File: config.mk
export PLATFORM = sky130hd
export DESIGN_NAME = multicycle_datapath
export DESIGN_NICKNAME = d
export VERILOG_FILES = /design/src/rtl/multicycle_datapath.sv
export SDC_FILE = /design/constraint.sdc
export NUM_CORES = 2
export LEC_CHECK = 0
export BUFFER_PORTS_ARGS = -buffer_cell sky130_fd_sc_hd__buf_2
export CAP_MARGIN = 10
export CORE_MARGIN = 3
export CORE_UTILIZATION = 60
export CTS_CLUSTER_DIAMETER = 50
export DETAILED_ROUTE_END_ITERATION = 12
export GPL_ROUTABILITY_DRIVEN = 0
export PLACE_DENSITY = 0.83
export SYNTH_ARGS = -nofsm -noshare
export SYNTH_HDL_FRONTEND = slang
export SYNTH_SLANG_ARGS = --single-unit
File: constraint.sdc
create_clock -name clk -period 7 [get_ports clk]
set_input_delay 1.4 -clock clk [delete_from_list [all_inputs] [get_ports clk]]
set_output_delay 1.4 -clock clk [all_outputs]
set_load 0.1 [all_outputs]
File: src/rtl/multicycle_datapath.sv
// multicycle_datapath: multicycle RV32I-subset core with shared memory port, register file and control FSM.
module multicycle_datapath #(
  parameter int XLEN = 32,
  parameter logic [XLEN-1:0] RESET_PC = '0
) (
  input  logic            clk,
  input  logic            reset,
  output logic            mem_req,
  output logic            mem_we,
  output logic [XLEN-1:0] mem_addr,
  output logic [XLEN-1:0] mem_wdata,
  input  logic [XLEN-1:0] mem_rdata,
  input  logic            mem_ready,
  output logic [XLEN-1:0] pc,
  output logic            retire,
  output logic            trap
);
  localparam logic [3:0] FETCH    = 4'd0;
  localparam logic [3:0] DECODE   = 4'd1;
  localparam logic [3:0] MEMADR   = 4'd2;
  localparam logic [3:0] MEMREAD  = 4'd3;
  localparam logic [3:0] MEMWB    = 4'd4;
  localparam logic [3:0] MEMWRITE = 4'd5;
  localparam logic [3:0] EXECR    = 4'd6;
  localparam logic [3:0] EXECI    = 4'd7;
  localparam logic [3:0] ALUWB    = 4'd8;
  localparam logic [3:0] BEQ      = 4'd9;
  localparam logic [3:0] JAL      = 4'd10;
  localparam logic [3:0] TRAP     = 4'd11;

  logic [3:0]      state, dec_nxt;
  logic [31:0]     ir;
  logic [XLEN-1:0] oldpc, a, b, aluout, data, op2, alu_y, rf_wd;
  logic [XLEN-1:0] imm_i, imm_s, imm_b, imm_j;
  logic [XLEN-1:0] rf [0:31];
  logic [6:0]      op, f7;
  logic [4:0]      rd;
  logic [2:0]      f3;
  logic            f3_ok, r_ok, rf_we, lt;

  assign op = ir[6:0];
  assign rd = ir[11:7];
  assign f3 = ir[14:12];
  assign f7 = ir[31:25];
  assign imm_i = {{(XLEN-12){ir[31]}}, ir[31:20]};
  assign imm_s = {{(XLEN-12){ir[31]}}, ir[31:25], ir[11:7]};
  assign imm_b = {{(XLEN-13){ir[31]}}, ir[31], ir[7], ir[30:25], ir[11:8], 1'b0};
  assign imm_j = {{(XLEN-21){ir[31]}}, ir[31], ir[19:12], ir[20], ir[30:21], 1'b0};

  // Only add/slt/or/and encodings (plus sub in R-form) are legal.
  assign f3_ok = f3 == 3'd0 || f3 == 3'd2 || f3 == 3'd6 || f3 == 3'd7;
  assign r_ok  = f3_ok && (f7 == 7'h00 || (f7 == 7'h20 && f3 == 3'd0));

  always_comb begin
    dec_nxt = (op == 7'h03 && f3 == 3'd2) ? MEMADR :
              (op == 7'h23 && f3 == 3'd2) ? MEMADR :
              (op == 7'h33 && r_ok)       ? EXECR  :
              (op == 7'h13 && f3_ok)      ? EXECI  :
              (op == 7'h63 && f3 == 3'd0) ? BEQ    :
              (op == 7'h6f)               ? JAL    : TRAP;
    op2   = state == EXECR ? b : imm_i;
    lt    = $signed(a) < $signed(op2);
    alu_y = f3 == 3'd2 ? {{(XLEN-1){1'b0}}, lt} :
            f3 == 3'd6 ? a | op2 :
            f3 == 3'd7 ? a & op2 :
            (state == EXECR && f7[5]) ? a - op2 : a + op2;
    rf_we = state == MEMWB || state == ALUWB || state == JAL;
    rf_wd = state == MEMWB ? data : state == ALUWB ? aluout : oldpc + XLEN'(4);
  end

  // Reset is folded in so an abandoned access drops mem_req at once.
  assign mem_req   = reset && (state == FETCH || state == MEMREAD || state == MEMWRITE);
  assign mem_we    = mem_req && state == MEMWRITE;
  assign mem_addr  = !mem_req ? '0 : state == FETCH ? pc : aluout;
  assign mem_wdata = mem_we ? b : '0;
  assign retire    = state == MEMWB || state == ALUWB || state == BEQ || state == JAL ||
                     (state == MEMWRITE && mem_ready);
  assign trap      = state == TRAP;

  always_ff @(posedge clk or negedge reset) begin
    if (!reset) begin
      state  <= FETCH;
      pc     <= RESET_PC;
      oldpc  <= '0;
      ir     <= '0;
      a      <= '0;
      b      <= '0;
      aluout <= '0;
      data   <= '0;
      for (int i = 0; i < 32; i++) rf[i] <= '0;
    end else begin
      case (state)
        FETCH: if (mem_ready) begin
          ir    <= mem_rdata[31:0];
          oldpc <= pc;
          pc    <= pc + XLEN'(4);
          state <= DECODE;
        end
        DECODE: begin
          a      <= rf[ir[19:15]];
          b      <= rf[ir[24:20]];
          aluout <= oldpc + imm_b;
          state  <= dec_nxt;
        end
        MEMADR: begin
          aluout <= a + (ir[5] ? imm_s : imm_i);
          state  <= ir[5] ? MEMWRITE : MEMREAD;
        end
        MEMREAD: if (mem_ready) begin
          data  <= mem_rdata;
          state <= MEMWB;
        end
        MEMWRITE: if (mem_ready) state <= FETCH;
        EXECR, EXECI: begin
          aluout <= alu_y;
          state  <= ALUWB;
        end
        BEQ: begin
          if (a == b) pc <= aluout;
          state <= FETCH;
        end
        JAL: begin
          pc    <= oldpc + imm_j;
          state <= FETCH;
        end
        MEMWB, ALUWB: state <= FETCH;
        default: state <= state;
      endcase
      if (rf_we && rd != 5'd0) rf[rd] <= rf_wd;
    end
  end
endmodule

Yosys cells after proc, flatten, opt, wreduce, memory -nomap -nowiden

Index checks and enable logic that the tools add are counted.

Input port bits: 35
Output and inout bits: 100
Register bits: 1252
Logic and storage cells: 155

$add $sub $neg: 7
Equality and inequality tests: 26
Multiplexer cells: 35
Reductions and logical operators: 37
Bitwise operators: 5
Magnitude comparators: 5

Operator list:

| operator                                                        | count |
|---|---|
| 1024-bit bitwise mux                                            | 1 |
| 32-bit 2-to-1 mux                                               | 17 |
| 32-bit binary-select mux with 5-bit select                      | 2 |
| 32-bit case mux with 3 select lines                             | 2 |
| 32-bit demux with 5-bit select                                  | 1 |
| 32-bit adder                                                    | 4 |
| 32-bit by 3-bit adder with 32-bit output, second input constant | 2 |
| 32-bit bitwise AND                                              | 1 |
| 32-bit == test                                                  | 1 |
| 32-bit < comparator                                             | 1 |
| 32-bit bitwise OR                                               | 1 |
| 32-bit subtractor                                               | 1 |
| 4-bit 2-to-1 mux                                                | 7 |
| 4-bit case mux with 7 select lines                              | 1 |
| 7-bit by 6-bit == test with 1-bit output, second input constant | 3 |
| 6-bit >= comparator, second input constant                      | 3 |
| 5-bit inverter with 6-bit output                                | 3 |
| 4-bit by 3-bit == test with 1-bit output, second input constant | 4 |
| 4-bit == test, second input constant                            | 4 |
| 7-bit == test, second input constant                            | 2 |
| 1-bit logical AND                                               | 13 |
| 1-bit logical OR                                                | 11 |
| 4-bit by 2-bit == test with 1-bit output, second input constant | 2 |
| 7-bit by 2-bit == test with 1-bit output, second input constant | 1 |
| other kinds (22)                                                | 27 |

Logic depth before layout (Yosys ltp)

Depth after elaboration: 10
Mapped depth: 20
Mapped depth without buffers: 16

Least setup slack after synthesis

Ideal clock, no wire load.

Path type: input to output
From: input port reset
To: output port mem_addr[22]
Path buffers: 2
Data required time: 5.600 ns
Stages on the path: 4
Arrival time: 3.647 ns
Path slack: 1.953 ns
Cells stage by stage: or3b_2 -> clkbuf_1 -> clkbuf_1 -> a21oi_1

Word-level cells in the longest chain between the ends: 2

Ends and longest elaborated chain:

| element           | RTL line | source |
|---|---|---|
| from (decl)       | 7        | `input logic reset,` |
| 1-bit logical AND | 72       | `assign mem_req = reset && (state == FETCH \|\| state == MEMREAD \|\| state == MEMWRITE);` |
| 32-bit 2-to-1 mux | 74       | `assign mem_addr = !mem_req ? '0 : state == FETCH ? pc : aluout;` |
| to (decl)         | 10       | `output logic [XLEN-1:0] mem_addr,` |

No other way between the ends.

Worst setup path after layout

From: register state[1]
To: register aluout[28]

Word-level cells in the longest chain between the ends: 8
Elaborated cells between the ends (all ways): 17
Classes of those cells: add/sub: 2; eq/ne: 4; mux: 6; bitwise: 2; reduce/logical: 3

Ends and longest elaborated chain:

| element                                           | RTL line   | source |
|---|---|---|
| from (decl)                                       | 31         | `logic [3:0] state, dec_nxt;` |
| from (signal assigned)                            | 103        | `state <= dec_nxt;` |
| from (signal assigned)                            | 107        | `state <= ir[5] ? MEMWRITE : MEMREAD;` |
| from (signal assigned)                            | 127        | `default: state <= state;` |
| 4-bit by 3-bit == test with 1-bit output          | 61, 66, 92 |  |
| 32-bit 2-to-1 mux                                 | 61         | `op2 = state == EXECR ? b : imm_i;` |
| 32-bit adder or 32-bit subtractor (tied branches) | 66         | `(state == EXECR && f7[5]) ? a - op2 : a + op2;` |
| 32-bit 2-to-1 mux                                 | 66         |  |
| 32-bit 2-to-1 mux                                 | 65         | `f3 == 3'd7 ? a & op2 :` |
| 32-bit 2-to-1 mux                                 | 64         | `f3 == 3'd6 ? a \| op2 :` |
| 32-bit 2-to-1 mux                                 | 63         | `alu_y = f3 == 3'd2 ? {{(XLEN-1){1'b0}}, lt} :` |
| 32-bit case mux with 3 select lines               | 92         | `case (state)` |
| to (signal assigned)                              | 102        | `aluout <= oldpc + imm_b;` |
| to (signal assigned)                              | 106        | `aluout <= a + (ir[5] ? imm_s : imm_i);` |
| to (signal assigned)                              | 115        | `aluout <= alu_y;` |
| to (decl)                                         | 33         | `logic [XLEN-1:0] oldpc, a, b, aluout, data, op2, alu_y, rf_wd;` |

Parallel ways exist; a longest one is shown, timed or not.
A chain may end at the register's enable or synchronous reset.

==> results.cfg <==
[cts]
holdBufCountCts = 0
htreeDepth = 4
numClockSinks = 1252
cts_buffers = 139
cts_tree = done
clkTransAtPathRegs_ns = 0.06
cts_root_buf = clkbuf_16
clk_latency_ns = 0.79
cts_resized = 0
clk_path_buf_depth = 3
postCtsSetupRepairBufs = 0

[route]
drt-initial-drc-count = 10000
wl_per_cell_um = 29.4
vias_per_cell = 7.35
drtPass1Iterations = 9
ant_nets = 0
via_count = 61800
drc = 0
drt_wl_total_um = 247000

[worst_setup_path]
cp-end-kind = register
crit_fanout = 29
cp.required_ns = 7.66
arrival_ns = 6.19
crit_type = reg2reg
cp-start-kind = register

[yosys]
synth_top_area_share_pct = 43.2
yosysMostFrequentCell = nand2_1
synth_ff_type = dfrtp_1
async_reset_ff_share_pct = 100
synthesis.nets = 7133
ys_top_cells_by_count = nand2_1 (1328), dfrtp_1 (1252), o21ai_0 (1171)
syn_area_um2 = 72500
ys_types = 89
syn_inst = 6920
yosys.area.top_type = dfrtp_1
ys_top_cells_by_area = dfrtp_1 (43%), mux4_2 (20%), o21ai_0 (8.1%)
synth_warnings = 0
yosysSeqAreaShare_pct = 43.2
synth.avg_cell_area_um2 = 10.5
synth-edff-count = 0
ys_ff_latch = 1252

[floorplanning]
core_area_um2 = 119000
die_area_um2 = 125000
die_x_um = 354
initial_core_util_pct = 60.9
die_h_um = 354
io_pins = 135
std_cell_rows = 126

[layout]
final_area_um2 = 78800
drive_gt1_share_pct = 19.6
utilization_pct = 66.2
fillerInstances = 8187
layout.nets = 6892
syn_to_final_growth_pct = 8.79

[timing]
fin_ws_ns = 1.48
slew_violations = 0
fin_skew_ns = 0.0446
worstMarginPinSlew_ns = 1.33
setup_viol = 0
finalCriticalPeriod_ns = 5.52
final-hold-violation-count = 0
rsz0062_at_grt = no
maxClockFrequency_mhz = 181
period_share_pct = 78.9
slew_headroom_pct = 11.3
timing.setup.tns_ns = 0

[power]
leakagePower_uw = 0.0338
ir_worst_vdd_v = 0.000538
power_density_nw_per_um2 = 524

[placed_design]
io_buffer_count = 134
place_ws_ns = 1.75
place_area_um2 = 74000
place_hpwl_um = 147000

[global_routing]
track_usage_pct = 39.5
grt_overflow = 0
grt_pass1_wl_um = 374000
grt_max_degree = 154
antenna_found_initial = 27
first_global_vias = 61500

[run_status]
status = completed

[job]
drv_cap = 0

[min_path]
min_path_type = reg2reg
## worst paths after layout
path / slack, ns / from / endpoint / cells after the start
worst max-delay path: 1.48 / state[1]$_DFFE_PN0P_ / aluout[28]$_DFFE_PN0P_ / 15
worst min register to register: 0.39 / rf[1020]$_DFFE_PN0P_ / rf[1020]$_DFFE_PN0P_ / 0
max in group asynchronous: 3.07 / reset / rf[815]$_DFFE_PN0P_ / 4
min in group asynchronous: 0.60 / reset / pc[19]$_DFFE_PN0P_ / 1
worst min-delay path: 0.39 / rf[1020]$_DFFE_PN0P_ / rf[1020]$_DFFE_PN0P_ / 0
worst max register to register: 1.48 / state[1]$_DFFE_PN0P_ / aluout[28]$_DFFE_PN0P_ / 15
## cells in the final DEF (no fill, tap or decap), types with 23 or more instances in the layout
master and count:
inv_1 126, buf_2 133, nand3_1 49, xnor2_1 94
xor2_1 88, o21ai_0 1169, a21oi_2 25, a21oi_1 276
o21bai_1 26, and3_1 27, clkbuf_1 25, nand4_1 25
a21o_1 37, mux2_2 105, dfrtp_1 1241, ha_1 173
a211oi_1 60, buf_4 102, mux4_2 640, and2_1 44
nand2_2 23, nor3_1 43, clkbuf_16 142, mux2i_1 80
nor2_1 269, nand2_1 1298
## per-layer routing
layer	routed length, µm	share of wire [%]	GRT usage (%)	vias up
li1	-	-	-	24600
met1	79200	32	47.9	30000
met2	106000	43	57.0	5509
met3	38500	16	15.4	1692
met4	23700	9.6	30.5	22
met5	144	0.058	0	-
## state kept, by name (all words and copies together), names as in the netlist
signal,cells
state,4
aluout,32
rf,1024
data,32
pc,32
a,32
oldpc,32
ir,32
b,32
## worst max-delay path, stage by stage (launching register included)
cell       delay [ns]
dfrtp_1          0.73
nand2b_1         0.30
nor2_2           0.39
buf_4            0.43
mux2_2           0.40
inv_1            0.08
ha_1             0.36
or2_2            0.40
a2111oi_2        0.56
nor4_4           0.14
nor4b_1          0.62
nor3_1           0.14
o21bai_1         0.21
mux2i_1          0.20
a31oi_1          0.11
a211o_1          0.30
## where the power goes
part | switching (µW) | internal (µW) | leakage, µW
Clock | 3160 | 4490 | 0.00229
Combinational | 12300 | 8010 | 0.0147
Sequential | 3640 | 9690 | 0.0168
## metrics by stage
| stage | total power, µW | cells | hold WS [ns] |
|---|---|---|---|
| 2_1_floorplan | 26300 | 6920 | 0.441 |
| 5_1_grt | 42900 | 8392 | 0.404 |
| 4_1_cts | 40300 | 8382 | 0.397 |
| 3_5_place_dp | 32500 | 8133 | 0.383 |
| 6_report | 41300 | 8401 | 0.394 |
| 3_3_place_gp | 31700 | 8133 | 0.376 |
## cell type report
cell class / count / area [µm²] / area share [%]
clock inverters: 68 / 880 / 1.12
diodes: 14 / 35.0 / 0.0444
well taps: 1600 / 2000 / 2.54
clock buffers: 181 / 3840 / 4.87
repair buffers: 247 / 1640 / 2.08
multi-input cells: 4913 / 38600 / 49.0
flip-flops and latches: 1252 / 31400 / 39.8
inverters: 126 / 473 / 0.600
## logic make-up after synthesis
family	synth area share, %
buffers and inverters	3.95
DFF	43.2
xor gates and xnor gates	2.20
and+or+nand+nor	10.9
AOI/OAI and AO/OA	14.0
muxes	22.6
adders and majority gates	3.13
Power figures use the tool's default switching activity.
